--- config.mk ---
export PLATFORM = sky130hd
export DESIGN_NAME = prog_chain_loader
export DESIGN_NICKNAME = d
export VERILOG_FILES = /design/src/rtl/prog_pkg.sv /design/src/rtl/prog_rb_packer.sv /design/src/rtl/prog_chain_loader.sv
export SDC_FILE = /design/constraint.sdc
export NUM_CORES = 1
export LEC_CHECK = 0
export ABC_AREA = 1
export CELL_PAD_IN_SITES_DETAIL_PLACEMENT = 0
export CELL_PAD_IN_SITES_GLOBAL_PLACEMENT = 2
export CORE_MARGIN = 2
export CORE_UTILIZATION = 34
export DETAILED_ROUTE_END_ITERATION = 8
export DONT_BUFFER_PORTS = 1
export PLACE_DENSITY_LB_ADDON = 0.1
export RECOVER_POWER = 25
export SKIP_CTS_REPAIR_TIMING = 1
export SYNTH_ARGS = -nofsm -noshare
export SYNTH_HDL_FRONTEND = slang
export SYNTH_HIERARCHICAL = 1
export SYNTH_SLANG_ARGS = --single-unit
--- constraint.sdc ---
create_clock -name prog_clk -period 1.6 [get_ports prog_clk]
set_input_delay 0.16 -clock prog_clk [delete_from_list [all_inputs] [get_ports prog_clk]]
set_output_delay 0.16 -clock prog_clk [all_outputs]
set_load 0.03 [all_outputs]
--- src/rtl/prog_pkg.sv ---
// Shared state encoding and chain-length helper for the configuration-chain loader.
package prog_pkg;

    typedef enum logic [1:0] {
        IDLE  = 2'd0,
        FETCH = 2'd1,
        SHIFT = 2'd2,
        DONE  = 2'd3
    } prog_state_t;

    localparam int unsigned MUXES_PER_TRACK = 4;
    localparam int unsigned BITS_PER_MUX    = 2;

    // One routing block of WIDTH tracks contributes WIDTH*4 muxes of 2 bits each.
    function automatic int unsigned block_chain_len(input int unsigned width);
        return width * MUXES_PER_TRACK * BITS_PER_MUX;
    endfunction

endpackage

--- src/rtl/prog_rb_packer.sv ---
// Serial-in, parallel-out collector for bits leaving the chain tail; strobes a word
// when full or when flushed on the final chain bit (upper bits zero-padded).
module prog_rb_packer #(
    parameter int WORD_W = 8
) (
    input  logic              i_clk,
    input  logic              i_rst,
    input  logic              i_clr,
    input  logic              i_shift,
    input  logic              i_flush,
    input  logic              i_bit,
    output logic [WORD_W-1:0] o_data,
    output logic              o_valid
);

    localparam int IDX_W = (WORD_W > 1) ? $clog2(WORD_W) : 1;

    logic [IDX_W-1:0]  r_idx;
    logic [WORD_W-1:0] r_acc;
    logic [WORD_W-1:0] w_next;
    logic              w_emit;

    always_comb begin
        w_next        = r_acc;
        w_next[r_idx] = i_bit;
    end

    assign w_emit = i_shift && (i_flush || (r_idx == IDX_W'(WORD_W - 1)));

    always_ff @(posedge i_clk or posedge i_rst) begin
        if (i_rst) begin
            r_idx   <= '0;
            o_valid <= 1'b0;
            o_data  <= '0;
        end else begin
            o_valid <= w_emit;
            if (w_emit) begin
                o_data <= w_next;
            end
            if (i_clr || w_emit) begin
                r_idx <= '0;
            end else if (i_shift) begin
                r_idx <= r_idx + 1'b1;
            end
        end
    end

    // Accumulator is cleared at load start, so it needs no reset of its own.
    always_ff @(posedge i_clk) begin
        if (i_clr || w_emit) begin
            r_acc <= '0;
        end else if (i_shift) begin
            r_acc <= w_next;
        end
    end

endmodule

--- src/rtl/prog_chain_loader.sv ---
// Serializes configuration words onto the routing-block prog chain and returns the
// previous chain contents as readback words during the same load.
module prog_chain_loader
    import prog_pkg::*;
#(
    parameter int CHAIN_LEN = block_chain_len(3),
    parameter int WORD_W    = 8,
    parameter int CNT_W     = $clog2(CHAIN_LEN + 1)
) (
    input  logic              prog_clk,
    input  logic              prog_rst,
    input  logic              start,
    output logic              busy,
    output logic              done,
    input  logic [WORD_W-1:0] word_data,
    input  logic              word_valid,
    output logic              word_ready,
    output logic              prog_data,
    output logic              prog_en,
    input  logic              chain_tail,
    output logic [WORD_W-1:0] rb_data,
    output logic              rb_valid
);

    localparam int IDX_W = $clog2(WORD_W + 1);

    prog_state_t       r_state;
    logic [CNT_W-1:0]  r_cnt;
    logic [IDX_W-1:0]  r_idx;
    logic [WORD_W-1:0] r_sreg;

    logic w_in_shift;
    logic w_take;
    logic w_last_bit;
    logic w_word_end;
    logic w_clr;

    assign w_in_shift = (r_state == SHIFT);
    assign w_take     = (r_state == FETCH) && word_valid && word_ready;
    assign w_last_bit = (r_cnt == CNT_W'(CHAIN_LEN - 1));
    assign w_word_end = (r_idx == IDX_W'(WORD_W - 1));
    assign w_clr      = (r_state == IDLE) && start;

    always_ff @(posedge prog_clk or posedge prog_rst) begin
        if (prog_rst) begin
            r_state    <= IDLE;
            r_cnt      <= '0;
            r_idx      <= '0;
            busy       <= 1'b0;
            done       <= 1'b0;
            word_ready <= 1'b0;
            prog_en    <= 1'b0;
            prog_data  <= 1'b0;
        end else begin
            done <= 1'b0;
            unique case (r_state)
                IDLE: begin
                    if (start) begin
                        r_state    <= FETCH;
                        r_cnt      <= '0;
                        busy       <= 1'b1;
                        word_ready <= 1'b1;
                    end
                end
                FETCH: begin
                    if (w_take) begin
                        r_state    <= SHIFT;
                        r_idx      <= '0;
                        word_ready <= 1'b0;
                        prog_en    <= 1'b1;
                        prog_data  <= word_data[0];
                    end
                end
                SHIFT: begin
                    r_cnt <= r_cnt + 1'b1;
                    r_idx <= r_idx + 1'b1;
                    // The chain-length limit wins over the word boundary, which drops
                    // the unused upper bits of a short final word.
                    if (w_last_bit) begin
                        r_state   <= DONE;
                        prog_en   <= 1'b0;
                        prog_data <= 1'b0;
                        done      <= 1'b1;
                    end else if (w_word_end) begin
                        r_state    <= FETCH;
                        prog_en    <= 1'b0;
                        prog_data  <= 1'b0;
                        word_ready <= 1'b1;
                    end else begin
                        prog_data <= r_sreg[1];
                    end
                end
                DONE: begin
                    r_state <= IDLE;
                    busy    <= 1'b0;
                end
                default: begin
                    r_state <= IDLE;
                end
            endcase
        end
    end

    // Word shift register: bit 1 is always the next bit to present on prog_data.
    always_ff @(posedge prog_clk) begin
        if (w_take) begin
            r_sreg <= word_data;
        end else if (w_in_shift) begin
            r_sreg <= r_sreg >> 1;
        end
    end

    prog_rb_packer #(
        .WORD_W (WORD_W)
    ) u_packer (
        .i_clk   (prog_clk),
        .i_rst   (prog_rst),
        .i_clr   (w_clr),
        .i_shift (w_in_shift),
        .i_flush (w_in_shift && w_last_bit),
        .i_bit   (chain_tail),
        .o_data  (rb_data),
        .o_valid (rb_valid)
    );

endmodule

* After elaboration in Yosys (flattened, before gate mapping)
Index checks and enable logic that the tools add are counted.
Operators by class: $add $sub $neg 3, magnitude comparators 2, equality and inequality tests 11, muxes and demuxes 32, reduce and logical (&&, ||, !) cells 21
Operator list (count):
- 8-bit two-way mux | 2
- 1-bit two-way mux | 13
- 5-bit case mux with 2 select lines | 1
- 2-bit nonzero test | 5
- 8-bit bitwise mux | 1
- 2-bit two-way mux | 4
- 2-bit != test, second input constant | 4
- 2-bit case mux with 4 select lines | 1
- 4-bit case mux with 2 select lines | 1
- 1-bit logical AND | 6
- 3-bit two-way mux | 2
- 1-bit case mux with 2 select lines | 3
- 2-bit AND reduction | 3
- 3-bit AND reduction | 2
- 5-bit by 1-bit adder with 5-bit output, second input constant | 1
- 5-bit equality test, second input constant | 1
- 5-bit two-way mux | 1
- 5-bit AND reduction | 1
- 4-bit by 1-bit adder with 4-bit output, second input constant | 1
- 2-bit equality test, second input constant | 2
- 4-bit by 3-bit equality test with 1-bit output, second input constant | 1
- 3-bit by 4-bit less-than comparator with 1-bit output, second input constant | 1
- 4-bit two-way mux | 1
- 3-bit by 1-bit adder with 3-bit output, second input constant | 1
- 9 further kinds | 10
Word-level totals: bits in registers 44, bits of input ports 13, output and inout port bits 14, word-level logic and storage cells 82

* Longest topological paths before layout
Gate-level depths: netlist of run 1.
depth after elaboration 6, depth in mapped cells 10, depth with buffers taken out 10

* By module
Netlist of run 1, hierarchy kept.
By module, submodules not included:
- prog_chain_loader | times used 1, cells each 137, area each 1229.9 um^2, seq. area each 610.6 um^2
- prog_rb_packer | times used 1, cells each 139, area each 1061.0 um^2, seq. area each 460.4 um^2

* Worst setup path after synthesis of run 1
OpenSTA, ideal clock, no wires.
path type register -> register, start reg r_state[0], end reg u_packer.r_idx[0], setup time 0.074 ns, arrival 1.521 ns, data required time 1.526 ns, slack 0.005 ns, stages on the path, launching flop included 10, buffers on the path 2, clock period less this slack 1.595 ns, cells stage by stage dfrtp_1 -> inv_1 -> ha_1 -> buf_2 -> nand2_1 -> inv_1 -> o21ai_4 -> buf_6 -> nand4_2 -> o21ai_2
Between the ends: longest elaborated chain between the ends 6, elaborated cells on any way between the ends 9, those cells by class 1 x eq/ne; 1 x mux; 7 x reduce/logical
Ends and longest elaborated chain:
- from (decl) | RTL line prog_chain_loader.sv:27 | prog_state_t r_state;
- from (signal assigned) | RTL line prog_chain_loader.sv:46 | r_state <= IDLE;
- from (signal assigned) | RTL line prog_chain_loader.sv:59 | r_state <= FETCH;
- from (signal assigned) | RTL line prog_chain_loader.sv:67 | r_state <= SHIFT;
- 2-bit equality test (*) | RTL line prog_chain_loader.sv:38 | assign w_in_shift = (r_state == SHIFT);
- via w_in_shift | RTL line prog_chain_loader.sv:32 | logic w_in_shift;
- 1-bit logical AND | RTL line prog_chain_loader.sv:120 | .i_flush (w_in_shift && w_last_bit),
- 1-bit logical OR | RTL line prog_rb_packer.sv:28 | assign w_emit = i_shift && (i_flush || (r_idx == IDX_W'(WORD_W - 1)));
- 1-bit logical AND | RTL line prog_rb_packer.sv:28
- 1-bit logical OR | RTL line prog_rb_packer.sv:40 | if (i_clr || w_emit) begin
- 3-bit two-way mux or 2-bit nonzero test (tied branches)
- to (signal assigned) | RTL line prog_rb_packer.sv:43 | r_idx <= r_idx + 1'b1;
- to (decl) | RTL line prog_rb_packer.sv:18 | logic [IDX_W-1:0] r_idx;
Mark *: on every way through the listed nets, which the timed path passes. The rest lies on a longest branch. A chain may end at the register's enable or synchronous reset.

* Worst setup path after layout of run 1
start reg r_cnt[1], end reg u_packer.r_idx[1]
Between the ends: longest elaborated chain between the ends 6, elaborated cells on any way between the ends 7, those cells by class 1 x eq/ne; 1 x mux; 5 x reduce/logical
Ends and longest elaborated chain:
- from (decl) | RTL line prog_chain_loader.sv:28 | logic [CNT_W-1:0] r_cnt;
- from (signal assigned) | RTL line prog_chain_loader.sv:75 | r_cnt <= r_cnt + 1'b1;
- 5-bit equality test (*) | RTL line prog_chain_loader.sv:40 | assign w_last_bit = (r_cnt == CNT_W'(CHAIN_LEN - 1));
- 1-bit logical AND (*) | RTL line prog_chain_loader.sv:120
- 1-bit logical OR (*) | RTL line prog_rb_packer.sv:28
- 1-bit logical AND (*) | RTL line prog_rb_packer.sv:28
- 1-bit logical OR (*) | RTL line prog_rb_packer.sv:40
- 3-bit two-way mux or 2-bit nonzero test (tied branches)
Every way passes the cells marked *; elsewhere a longest branch is shown, timed or not.

==> results.toml, run 1 <==
[outcome]
outcome = "complete, no violations"

[yosys]
synth_common_cells = "nand2_1, nand3_1, dfrtp_1, inv_1, nor2_1"
synth-edff-count = 7
synth-seq-area-share_pct = 46.75
netlist_instances = 276
syn_nets = 298
yosys_most_used_dff = "dfrtp_1"
yosysTopAreaCellShare_pct = 30.58
synth_area_leaders = "dfrtp_1, nand2_1, edfxtp_1, dfxtp_1, nand3_1"
synth_cell_types = 29
syn_area_sq_um = 2291
synth_most_common_cell = "nand2_1"
ys.warnings.count = 6
async_flop_share_pct = 65.12
avgSynthCellArea_sq_um = 8.301
yosys_register_bits = 43
yosys.area.top_type = "dfrtp_1"

[critical_path]
rrSetupSlack_ps = 40
cp_top_family = "simple AND/OR/NAND/NOR gates"
end_kind = "flop"
path_cells = "ha_2 -> nand2_1 -> nor2_2 -> nand2_1 -> inv_2 -> o21ai_4 -> buf_12 -> nand2_4 -> buf_4 -> o22ai_2"
reg2reg_from = "r_cnt[1]"
crit_type = "flop to flop"
timing.rr.end = "u_packer/r_idx[1]"
slowest_stage = "dfrtp_1"
crit_buf_inv = 3
critPathMaxFanout = 6
slowest_delay_ps = 380
startpoint_type = "flop"
ff2ff_path_depth = 10
path_common_cell = "nand2_1"
required_ps = 1780
arrival_ps = 1740

[die]
row_count = 29
core_sq_um = 6422
die_y_microns = 86.09
pin_count = 27
die_x_microns = 86.09
dieArea_sq_um = 7411
initial_core_util_pct = 35.67

[final_layout]
drive_gt1_share_pct = 22.88
n_antenna_cell = 0
nNetsFinal = 327
fin_area_sq_um = 2719
syn_to_final_growth_pct = 18.68

[min_path]
min_path_type = "input pin to flop"
min_from = "word_data[3]"
hold_depth = 1
hold_end = "r_sreg[3]"

[global_route]
overflow = 0
grt_max_degree = 17
grt_pass1_vias = 1688
grt_pass1_wl_microns = 8031
antenna_found_initial = 0
track_usage_pct = 14.06

[pwr]
total_power_w = 0.004752
vdd.ir_drop.worst_mv = 0.6590
powerDensity_nw_per_um2 = 1748
total_leakage_power_nw = 1.319

[cts]
clk_pin_slew_ps = 80
cts_tree = "built"
cts.htree.levels = 2
numCtsBuffers = 5
cts_max_path_buffers = 2
clk_latency_ps = 300
root_buffer = "clkbuf_8"
cts_num_sinks = 43

[routing]
vias_per_cell = 4.695
antenna_left = 0
vias = 1798
wl_microns = 4930
dr.pass1.iters = 4
drtIter0Drc = 94
route.detailed.drc = 0
routedWlPerCell_microns = 12.87

[timing]
setup_viol = 0
slew_viol_final = 0
rsz0062_at_grt = "true"
setup-tns-final_ps = 0
relSlewSlack_pct = 53.61
layout_min_cycle_time_ps = 1557
skew_ps = 6.597
layout_worst_path_cycle_share_pct = 97.31
worst_pin_slew_ps = 695.1
timing.hold.ws_ps = 64.14
max_freq_mhz = 642.2
finalHoldViolations = 0

[flow_run]
maxCapViolCount = 0

[place]
place_congestion = 0.7668
place_area_sq_um = 2467
post-dp-hpwl_microns = 3549
io_buffers = 0
## worst max-delay path by stage
stage / from / end / cells past startpoint
final: r_cnt[1] / u_packer/r_idx[1] / 10
after global routing: r_state[1] / prog_data / 7
after CTS: r_state[0] / r_cnt[2] / 7
after detailed placement: r_state[1] / r_sreg[7] / 4
after global placement: r_state[1] / r_sreg[7] / 4
after floorplan: r_state[0] / u_packer/r_idx[0] / 9
## worst register-to-register path, cell delays in order (launching register included)
cell and delay (ps):
dfrtp_1 380, ha_2 180, nand2_1 60, nor2_2 140, nand2_1 100, inv_2 100, o21ai_4 70, buf_12 140
nand2_4 110, buf_4 120, o22ai_2 40
## registers in the layout (all words and copies together) (netlist names), 2 cells and up
signal / flops
u_packer/r_idx: 3
r_sreg: 7
u_packer/o_data: 8
r_cnt: 5
r_state: 2
u_packer/r_acc: 8
r_idx: 4
## metrics by stage
stage          setup slack [ps]  std cells  util [%]
2_1_floorplan             5.227        276         -
3_3_place_gp              32.04        365     38.42
3_5_place_dp             -4.433        365     38.42
4_1_cts                  -8.670        373     40.07
5_1_grt                  -38.71        383     42.33
6_report                  42.96        383     42.33
## metal layers
metal  vias up  global-route usage (%)  wire length, microns
li1        955                       -                     -
met1       799                   20.71                  2674
met2        39                   19.87                  1996
met3         5                   3.850                   201
met4         0                   4.329                    58
met5         -                       0                     0
## power breakdown
group	total (W)	switching [W]	internal, W	leakage, nW
combinational	0.00214	0.00126	0.000880	0.804
clock	0.000847	0.000379	0.000468	0.0524
sequential	0.00177	0.000288	0.00148	0.462
## cells by family (layout without fill, tap and decap cells)
family | after synthesis | after routing | synth area share (%)
multiplexers | 6 | 6 | 2.949
adder cells (fa/ha/maj) | 9 | 9 | 4.915
buffers and inverters | 42 | 71 | 8.738
flip-flops | 43 | 43 | 46.75
AND/OR/NAND/NOR | 153 | 154 | 29.71
AO/OA/AOI/OAI | 23 | 23 | 6.936
## layout by cell type (no fill, tap or decap), types with 2 or more instances in the layout
cell type,synthesis,routed
nand2_1,79,78
nand3_1,31,31
dfrtp_1,28,28
buf_4,2,25
inv_1,28,24
nor2_1,27,23
nand4_1,10,10
a21oi_1,8,8
dfxtp_1,8,8
inv_2,5,7
edfxtp_1,7,7
o21ai_0,6,6
ha_1,9,6
mux2_2,5,5
clkbuf_8,0,5
nor2_2,0,4
o21ai_2,3,2
o21ai_4,1,2
ha_2,0,2
clkbuf_1,0,2
nand2_4,1,2
buf_6,4,2
o21ai_1,2,2
inv_4,1,2
o22ai_2,2,2
## final cells by class
class	instances	area (sq um)
Multi-Input combinational cell	192	1069
Timing Repair Buffer	29	240.2
Inverter	34	136.4
Fill cell	657	3704
Clock buffer	7	76.32
Sequential cell	43	1071
Clock inverter	1	30.03
Tap cell	77	96.34
Note: power is estimated with default switching activity, not from simulation.
==> inputs of run 2 (changes only) <==
- CORE_UTILIZATION: 34 -> 40
- clock period: 1.6 -> 1.9 ns (I/O delays scaled with it)
==> results.toml, run 2 (synthesis results as in run 1) <==
[pwr]
total_leakage_power_nw = 1.198
vdd.ir_drop.worst_mv = 0.7882
powerDensity_nw_per_um2 = 1457

[timing]
setup-tns-final_ps = 0
relSlewSlack_pct = 54.62
skew_ps = 5.533
max_freq_mhz = 606.3
layout_min_cycle_time_ps = 1649
fin_ws_ps = 250.8
worst_pin_slew_ps = 679.9
setup_viol = 0
rsz0062_at_grt = "false"
slew_viol_final = 0
finalHoldViolations = 0
layout_worst_path_cycle_share_pct = 86.80
timing.hold.ws_ps = 93.18

[final_layout]
syn_to_final_growth_pct = 7.646
top_regs = "u_packer/o_data (8), u_packer/r_acc (8), r_sreg (7)"
fin_util_pct = 44.79
layout_commonest_cell = "nand2_1"
drive_gt1_share_pct = 14.08
fin_cells = 356
n_antenna_cell = 0
final_cell_mix = "nand2_1, nand3_1, inv_1, dfrtp_1, nor2_1"
nNetsFinal = 305

[routing]
vias = 1703
route.detailed.drc = 0
vias_per_cell = 4.784
routedWlPerCell_microns = 12.48
antenna_left = 0
wl_microns = 4443
drtIter0Drc = 69
dr.pass1.iters = 4

[critical_path]
arrival_ps = 1630
reg2reg_from = "r_state[1]"
required_ps = 1880
critPathLaunch = "r_state[1]"
end_kind = "flop"
critPathMaxFanout = 9
crit_type = "flop to flop"
startpoint_type = "flop"

[cts]
cts_tree = "built"
cts_num_sinks = 43
clk_latency_ps = 300
cts_max_path_buffers = 2
cts.htree.levels = 2
numCtsBuffers = 5
clk_pin_slew_ps = 80
root_buffer = "clkbuf_8"

[outcome]
outcome = "complete, no violations"

[die]
row_count = 27
die_y_microns = 79.68
dieArea_sq_um = 6349
die_x_microns = 79.68
core_sq_um = 5507
initial_core_util_pct = 41.60
pin_count = 27

[min_path]
min_path_type = "input pin to flop"
min_from = "word_data[3]"

[global_route]
grt_pass1_wl_microns = 8031
grt_max_degree = 25
grt_pass1_vias = 1711
track_usage_pct = 16.37
overflow = 0
antenna_found_initial = 0

[place]
place_inst = 347
post-dp-hpwl_microns = 3207
dp_slack_ps = 122.5
place_congestion = 0.7863
io_buffers = 0

[flow_run]
maxCapViolCount = 0
==> run 2: report_power, final <==
part           leakage [nW]  total [W]  switching (W)  internal [W]
logic                 0.692    0.00152       0.000952      0.000568
registers             0.462    0.00149       0.000242       0.00125
clock network        0.0445   0.000585       0.000328      0.000257
==> run 2: worst paths after layout <==
path                                    endpoint  slack [ps]  cells after the start
worst max-delay path                   r_sreg[1]         250                      4
worst min-delay path                   r_sreg[3]          90                      1
worst max register to register         r_sreg[1]         250                      4
worst min register to register          r_idx[0]         510                      1
max in group asynchronous               r_idx[2]        1020                      2
min in group asynchronous       u_packer/o_valid         350                      2
==> run 2: stage by stage <==
step	power (W)	instance area (sq um)
global route	0.003981	2466
CTS	0.003635	2451
floorplan	0.002738	2291
detailed placement	0.003038	2364
finish	0.003593	2466
global placement	0.003036	2364
==> run 2: critical path: stages, from the launching register on <==
cell and delay (ps):
dfrtp_1 440, inv_1 140, ha_1 310, nand3_4 180, nand2_1 270
==> run 2: area by class of cell <==
class | count | area [sq um]
timing repair buffer | 8 | 62.56
clock buffer | 5 | 68.82
clock inverter | 3 | 18.77
tap | 72 | 90.09
inverter | 34 | 130.1
multi-input combinational | 191 | 1025
fill | 554 | 3040
sequential | 43 | 1071
==> run 2: layer usage <==
| layer | up-vias | track usage (%) | share of wire (%) | routed length, microns |
|---|---|---|---|---|
| met2 | 34 | 24.29 | 42 | 1878 |
| met5 | - | 0 | 0 | 0 |
| met1 | 754 | 22.71 | 52 | 2290 |
| met3 | 6 | 5.090 | 4.8 | 212 |
| li1 | 909 | - | - | - |
| met4 | 0 | 5.172 | 1.4 | 61 |
